===== src/rtl/iomem_arb_pkg.sv =====
// -----------------------------------------------------------------------------
// iomem_arb_pkg
// Shared definitions for the two-requester iomem arbiter.
//   arb_state_t : arbiter FSM states (IDLE, GRANT0, GRANT1, GAP)
//   ERR_RDATA   : read data returned to a requester whose access was aborted
// -----------------------------------------------------------------------------
package iomem_arb_pkg;

   typedef enum logic [1:0] {
      ST_IDLE   = 2'd0,
      ST_GRANT0 = 2'd1,
      ST_GRANT1 = 2'd2,
      ST_GAP    = 2'd3
   } arb_state_t;

   localparam logic [31:0] ERR_RDATA = 32'hDEAD_BEEF;

endpackage


===== src/rtl/iomem_arb_rr2.sv =====
// -----------------------------------------------------------------------------
// iomem_arb_rr2
// Two-way round-robin selector. On a tie the requester not granted last wins.
// Ports:
//   clk_i   : clock
//   rst_n   : synchronous active-low reset (m0 wins the first tie)
//   i_req   : request vector, bit N = requester N
//   i_take  : a grant is being issued this cycle; remember the winner
//   o_sel   : selected requester (0 or 1), valid whenever i_req != 0
// -----------------------------------------------------------------------------
module iomem_arb_rr2 (
   input  logic       clk_i,
   input  logic       rst_n,
   input  logic [1:0] i_req,
   input  logic       i_take,
   output logic       o_sel
);

   // Index of the requester granted most recently.
   logic r_last;

   always_comb begin
      o_sel = 1'b0;
      if (i_req == 2'b11) begin
         o_sel = ~r_last;
      end else if (i_req == 2'b10) begin
         o_sel = 1'b1;
      end
   end

   // Reset points at m1 so that m0 wins the first tie.
   always_ff @(posedge clk_i) begin
      if (!rst_n) begin
         r_last <= 1'b1;
      end else if (i_take) begin
         r_last <= o_sel;
      end
   end

endmodule


===== src/rtl/iomem_arbiter.sv =====
// -----------------------------------------------------------------------------
// iomem_arbiter
// Shares one iomem bus between two requesters (m0, m1) with round-robin
// arbitration. A grant holds the bus until iomem_ready_i, or until the granted
// requester withdraws; every grant is followed by one idle GAP cycle.
//
// Optional feature (macro IOMEM_ARB_TIMEOUT_EN): a grant that sees no
// iomem_ready_i for TIMEOUT_CYCLES cycles is aborted; the requester gets a
// ready pulse with ERR_RDATA and timeout_o pulses. Without the macro the
// arbiter waits indefinitely and timeout_o is tied low.
//
// Ports:
//   clk_i, rst_n               : clock, synchronous active-low reset
//   mN_valid_i / mN_ready_o    : requester N request / completion pulse
//   mN_wstrb_i/addr_i/wdata_i  : requester N access (wstrb == 0 is a read)
//   mN_rdata_o                 : requester N read data (0 when not granted)
//   iomem_*                    : shared bus, driven by the granted requester
//   busy_o                     : a grant is held
//   timeout_o                  : one-cycle abort pulse
// -----------------------------------------------------------------------------
module iomem_arbiter
   import iomem_arb_pkg::*;
#(
   parameter int ADDR_W         = 32,
   parameter int DATA_W         = 32,
   parameter int TIMEOUT_CYCLES = 64
) (
   input  logic              clk_i,
   input  logic              rst_n,
   input  logic              m0_valid_i,
   output logic              m0_ready_o,
   input  logic [3:0]        m0_wstrb_i,
   input  logic [ADDR_W-1:0] m0_addr_i,
   input  logic [DATA_W-1:0] m0_wdata_i,
   output logic [DATA_W-1:0] m0_rdata_o,
   input  logic              m1_valid_i,
   output logic              m1_ready_o,
   input  logic [3:0]        m1_wstrb_i,
   input  logic [ADDR_W-1:0] m1_addr_i,
   input  logic [DATA_W-1:0] m1_wdata_i,
   output logic [DATA_W-1:0] m1_rdata_o,
   output logic              iomem_valid_o,
   input  logic              iomem_ready_i,
   output logic [3:0]        iomem_wstrb_o,
   output logic [ADDR_W-1:0] iomem_addr_o,
   output logic [DATA_W-1:0] iomem_wdata_o,
   input  logic [DATA_W-1:0] iomem_rdata_i,
   output logic              busy_o,
   output logic              timeout_o
);

   arb_state_t r_state;

   logic              w_g0;
   logic              w_g1;
   logic              w_grant;
   logic              w_own_valid;
   logic              w_take;
   logic              w_sel;
   logic              w_tmo;
   logic [DATA_W-1:0] w_resp_data;

   assign w_g0        = (r_state == ST_GRANT0);
   assign w_g1        = (r_state == ST_GRANT1);
   assign w_grant     = w_g0 | w_g1;
   assign w_own_valid = (w_g0 & m0_valid_i) | (w_g1 & m1_valid_i);
   assign w_take      = (r_state == ST_IDLE) & (m0_valid_i | m1_valid_i);

   iomem_arb_rr2 u_rr2 (
      .clk_i  (clk_i),
      .rst_n  (rst_n),
      .i_req  ({m1_valid_i, m0_valid_i}),
      .i_take (w_take),
      .o_sel  (w_sel)
   );

`ifdef IOMEM_ARB_TIMEOUT_EN
   localparam int CNT_W = $clog2(TIMEOUT_CYCLES + 1);

   // Counts completed grant cycles; equals TIMEOUT_CYCLES-1 during the last
   // permitted cycle, which is where the abort is signalled.
   logic [CNT_W-1:0] r_tmo_cnt;

   always_ff @(posedge clk_i) begin
      if (!rst_n) begin
         r_tmo_cnt <= '0;
      end else if (w_grant) begin
         r_tmo_cnt <= r_tmo_cnt + 1'b1;
      end else begin
         r_tmo_cnt <= '0;
      end
   end

   assign w_tmo = w_own_valid & ~iomem_ready_i &
                  (r_tmo_cnt == CNT_W'(TIMEOUT_CYCLES - 1));
`else
   assign w_tmo = 1'b0;
`endif

   assign timeout_o = w_tmo;

   always_ff @(posedge clk_i) begin
      if (!rst_n) begin
         r_state <= ST_IDLE;
      end else begin
         unique case (r_state)
            ST_IDLE: begin
               if (w_take) begin
                  r_state <= w_sel ? ST_GRANT1 : ST_GRANT0;
               end
            end
            ST_GRANT0, ST_GRANT1: begin
               // Completion, withdrawal and abort all release the bus.
               if (iomem_ready_i || !w_own_valid || w_tmo) begin
                  r_state <= ST_GAP;
               end
            end
            ST_GAP:  r_state <= ST_IDLE;
            default: r_state <= ST_IDLE;
         endcase
      end
   end

   assign busy_o        = w_grant;
   assign iomem_valid_o = w_grant;

   always_comb begin
      iomem_wstrb_o = 4'b0000;
      iomem_addr_o  = '0;
      iomem_wdata_o = '0;
      if (w_g0) begin
         iomem_wstrb_o = m0_wstrb_i;
         iomem_addr_o  = m0_addr_i;
         iomem_wdata_o = m0_wdata_i;
      end else if (w_g1) begin
         iomem_wstrb_o = m1_wstrb_i;
         iomem_addr_o  = m1_addr_i;
         iomem_wdata_o = m1_wdata_i;
      end
   end

   assign w_resp_data = w_tmo ? DATA_W'(ERR_RDATA) : iomem_rdata_i;

   assign m0_ready_o = w_g0 & (iomem_ready_i | w_tmo);
   assign m1_ready_o = w_g1 & (iomem_ready_i | w_tmo);
   assign m0_rdata_o = w_g0 ? w_resp_data : '0;
   assign m1_rdata_o = w_g1 ? w_resp_data : '0;

endmodule

===== config.mk =====
export PLATFORM = sky130hd
export DESIGN_NAME = iomem_arbiter
export DESIGN_NICKNAME = d
export VERILOG_FILES = /design/src/rtl/iomem_arb_pkg.sv /design/src/rtl/iomem_arb_rr2.sv /design/src/rtl/iomem_arbiter.sv
export SDC_FILE = /design/constraint.sdc
export NUM_CORES = 1
export LEC_CHECK = 0
export ABC_CLOCK_PERIOD_IN_PS = 2700
export CAP_MARGIN = 15
export CORE_AREA = 2 2 121 123
export CTS_CLUSTER_DIAMETER = 60
export DETAILED_ROUTE_END_ITERATION = 10
export DIE_AREA = 0 0 123 125
export PLACE_DENSITY = 0.6
export SLEW_MARGIN = 20
export SYNTH_ARGS = -nofsm -noshare
export SYNTH_HDL_FRONTEND = slang
export SYNTH_SLANG_ARGS = --single-unit

===== constraint.sdc =====
create_clock -name clk_i -period 2.7 [get_ports clk_i]
set_input_delay 0.405 -clock clk_i [delete_from_list [all_inputs] [get_ports clk_i]]
set_output_delay 0.405 -clock clk_i [all_outputs]
set_load 0.005 [all_outputs]

==> metrics.log <==
[metrics] count of pins on the block boundary: 310
[metrics] clock sinks: 3
[metrics] total via count after detailed routing: 3,129
[metrics] H-tree level count: 1
[metrics] summed instance area of the synthesized netlist: 0.00159 sq mm
[metrics] via count of the first global-routing pass: 3,023
[metrics] unrepaired setup endpoints after global routing: false
[metrics] result of the run: finished clean
[metrics] number of antenna violations at the first check in global routing: 0
[metrics] Area Growth Syn to Fin: 214%
[metrics] Clk Tree Root Cell: sky130_fd_sc_hd__clkbuf_16
[metrics] Synth area leader: sky130_fd_sc_hd__nand2_1
[metrics] upper clock frequency limit: 399 MHz
[metrics] post-cts hold buffer count: 0
[metrics] final RePlAce weighted congestion: 0.910
[metrics] most instantiated library cell after synthesis: sky130_fd_sc_hd__nand2_1
[metrics] share of synthesized flip-flops with an asynchronous set or reset: 0
[metrics] row cnt: 44
[metrics] final critical-path share of the clock period: 0.928
[metrics] synthesized netlist cell count: 319
[metrics] number of cells on the worst hold path: 2
[metrics] core region area: 0.0142 sq mm
[metrics] via-per-instance ratio: 3.95
[metrics] end of the worst hold path: r_state[0]
[metrics] IR drop worst, VDD: 0.407 mV
[metrics] post-detail-place hpwl: 8.30 mm
[metrics] setup slack on the worst flop-to-flop path: 0.82 ns
[metrics] multi-input gate area in the final layout: 0.00141 sq mm
[metrics] Netlist cell types: 22
[metrics] worst reg2reg startpoint: r_state[1]
[metrics] area of the die: 0.0154 sq mm
[metrics] largest net degree at the start of global routing: 59
[metrics] synthesis warning total: 0
[metrics] count of unresolved DRC violations after routing: 0
[metrics] number of nets in the synthesized netlist: 495
[metrics] residual antenna-violating net count after detailed routing: 0
[metrics] final hold vios: 0
[metrics] Detailed Route Iter0 Violations: 58
[metrics] depth of the most critical reg-to-reg path: 7
[metrics] worst reg2reg endpoint: r_state[1]
[metrics] mean instance size in the synthesized netlist: 5.00 sq um
[metrics] later-pin clock latency in the skew report: 0.23 ns
[metrics] starting density of the core: 0.112
[metrics] Final Power: 3.34 mW
[metrics] Num CTS Buffers: 3
[metrics] Bufs on Longest Clock Path: 2
[metrics] vertical die dimension: 125 um
[metrics] Final Core Density: 0.352
[metrics] detailed-routing iteration count for the pre-antenna-repair pass: 4
[metrics] dominant register cell in the synthesized netlist: sky130_fd_sc_hd__dfxtp_1
[metrics] fraction of layout instances using a drive strength above 1: 0.0246
[metrics] leakage power total: 1.79 nW
[metrics] Reg clk slew, reported paths: 0.03 ns
[metrics] remaining global-route overflow: 0
[metrics] global-route wire length before repair: 14.5 mm
[metrics] Die X: 123 um
[metrics] setup total negative slack: 0 ns
[metrics] antenna cell count: 0
[metrics] crit end category: output port
[metrics] number of flops mapped to enable cells by yosys: 0
[metrics] start point of the worst min-delay path: r_state[0]
[metrics] Period minus WS final: 2.51 ns
[metrics] count of maximum capacitance violations: 0
[metrics] final number of max-transition violations: 0
[metrics] power density over the cells: 668 mW/mm^2
[metrics] Layout fillers: 1,485
[metrics] Routed WL per cell: 12.6 um
[metrics] clock tree from TritonCTS: done
[metrics] most used standard cells in the synthesized netlist: 130 x sky130_fd_sc_hd__nand2_1, 66 x sky130_fd_sc_hd__and2_1, 66 x sky130_fd_sc_hd__o21ai_0
[metrics] count of final setup violators: 0
[metrics] clk_skew: 0.00393 ns
[metrics] top area cells in the synthesized netlist: sky130_fd_sc_hd__nand2_1 31%, sky130_fd_sc_hd__and2_1 26%, sky130_fd_sc_hd__o21ai_0 21%, sky130_fd_sc_hd__clkbuf_1 5.4%, sky130_fd_sc_hd__dfxtp_1 3.8%
[metrics] post-synthesis register bit count: 3
[metrics] area fraction of the dominant cell type after synthesis: 0.306
[metrics] global router's overall resource usage: 0.114
[metrics] critical path peak fanout: 43
[metrics] required time of the critical path: 2.30 ns
[metrics] FF/Latch Area: 60.1 sq um
[metrics] Total Routed Length: 10.0 mm
[metrics] critical path data arrival time: 2.10 ns
[metrics] startpoint type of the worst setup path: flip-flop
[metrics] worst min-delay path class: reg -> reg
[metrics] number of nets in the layout: 786
[metrics] Setup CP Type: reg -> out
[metrics] proportion of synthesized chip area in sequential cells: 0.0377
[metrics] # port buffers: 308
-- registers in the layout, summed over array words and instances (netlist names) --
| register | cells |
|---|---|
| r_state | 2 |
| u_rr2.r_last | 1 |
-- per-stage QoR --
stage | setup WS [ns] | cell area (sq um) | cells | hold WS [ns]
after global routing | 0.0245 | 5000 | 793 | 0.573
after floorplan | 1.02 | 1590 | 319 | 0.453
final | 0.194 | 5000 | 793 | 0.517
after CTS | 0.0233 | 4980 | 792 | 0.525
after detailed placement | 0.163 | 4890 | 788 | 0.517
after global placement | 0.259 | 4890 | 788 | 0.503
-- critical path, stage by stage, from the launching register on --
cell and delay (ns):
sky130_fd_sc_hd__dfxtp_1 0.33, sky130_fd_sc_hd__inv_1 0.12, sky130_fd_sc_hd__ha_4 0.42, sky130_fd_sc_hd__buf_12 0.25, sky130_fd_sc_hd__nand2_1 0.06, sky130_fd_sc_hd__o21ai_1 0.13
sky130_fd_sc_hd__clkdlybuf4s50_1 0.54
-- placed cells by master, fill, tap and decap left out --
cell / n
sky130_fd_sc_hd__nand2b_1: 1
sky130_fd_sc_hd__a32oi_2: 1
sky130_fd_sc_hd__clkbuf_1: 1
sky130_fd_sc_hd__o21ai_1: 1
sky130_fd_sc_hd__conb_1: 1
sky130_fd_sc_hd__o21ai_0: 65
sky130_fd_sc_hd__clkbuf_16: 3
sky130_fd_sc_hd__nor2b_1: 1
sky130_fd_sc_hd__buf_16: 1
sky130_fd_sc_hd__clkdlybuf4s50_1: 308
sky130_fd_sc_hd__nor2_1: 2
sky130_fd_sc_hd__a21oi_1: 1
sky130_fd_sc_hd__a311oi_1: 1
sky130_fd_sc_hd__nand2_1: 130
sky130_fd_sc_hd__buf_4: 5
sky130_fd_sc_hd__and3_1: 1
sky130_fd_sc_hd__and2_1: 66
sky130_fd_sc_hd__a22o_1: 5
sky130_fd_sc_hd__inv_1: 4
sky130_fd_sc_hd__ha_1: 1
sky130_fd_sc_hd__o2111ai_1: 1
sky130_fd_sc_hd__dfxtp_1: 3
sky130_fd_sc_hd__ha_4: 2
sky130_fd_sc_hd__nand3_1: 1
sky130_fd_sc_hd__buf_12: 3
-- worst max-delay path by stage --
stage	start	to	slack [ns]	cells after the start
after global routing	r_state[1]	iomem_wdata_o[6]	0.02	6
after floorplan	r_state[0]	m1_rdata_o[10]	1.02	6
after detailed placement	r_state[0]	iomem_wdata_o[21]	0.16	6
after CTS	r_state[1]	iomem_wdata_o[21]	0.02	6
after global placement	r_state[0]	iomem_wdata_o[21]	0.26	6
final	r_state[1]	iomem_wdata_o[21]	0.19	6
-- metal layers --
| metal | vias to the layer above | track usage | wire [um] |
|---|---|---|---|
| met1 | 1362 | 0.115 | 3710 |
| met5 | - | 0 | 0 |
| met3 | 10 | 0.0356 | 1070 |
| met4 | 0 | 0.0194 | 100 |
| li1 | 1595 | - | - |
| met2 | 162 | 0.228 | 5140 |
-- report_power, final --
| group | internal (mW) | leakage [nW] | switching (mW) | total, mW |
|---|---|---|---|---|
| Sequential | 0.0635 | 0.0249 | 0.0192 | 0.0827 |
| Combinational | 1.81 | 1.73 | 1.21 | 3.02 |
| Clock | 0.195 | 0.0382 | 0.0438 | 0.239 |
| Total | 2.07 | 1.79 | 1.27 | 3.34 |
-- final cells by class --
class,instances,area share
clock buffer,4,0.0158
inverter,4,0.00300
multi-input combinational,281,0.282
sequential,3,0.0120
tap,184,0.0460
timing repair buffer,317,0.641
-- cells by family after synthesis --
logic type,Yosys count,share of synthesized area
AND/OR/NAND/NOR,202,0.585
adder cells (fa/ha/maj),3,0.0236
AO/OA/AOI/OAI,75,0.259
buffers and inverters,35,0.0926
other,1,0.00235
flip-flops,3,0.0377
-- timing repair --
item / CTS / global route
endpoints found under the hold margin: 0 / 0
buffers inserted: 0 / 1
resized for setup: 1 / 1
setup endpoints to repair: 1 / 33
cloned: 0 / 0
Power figures use the tool's default switching activity.
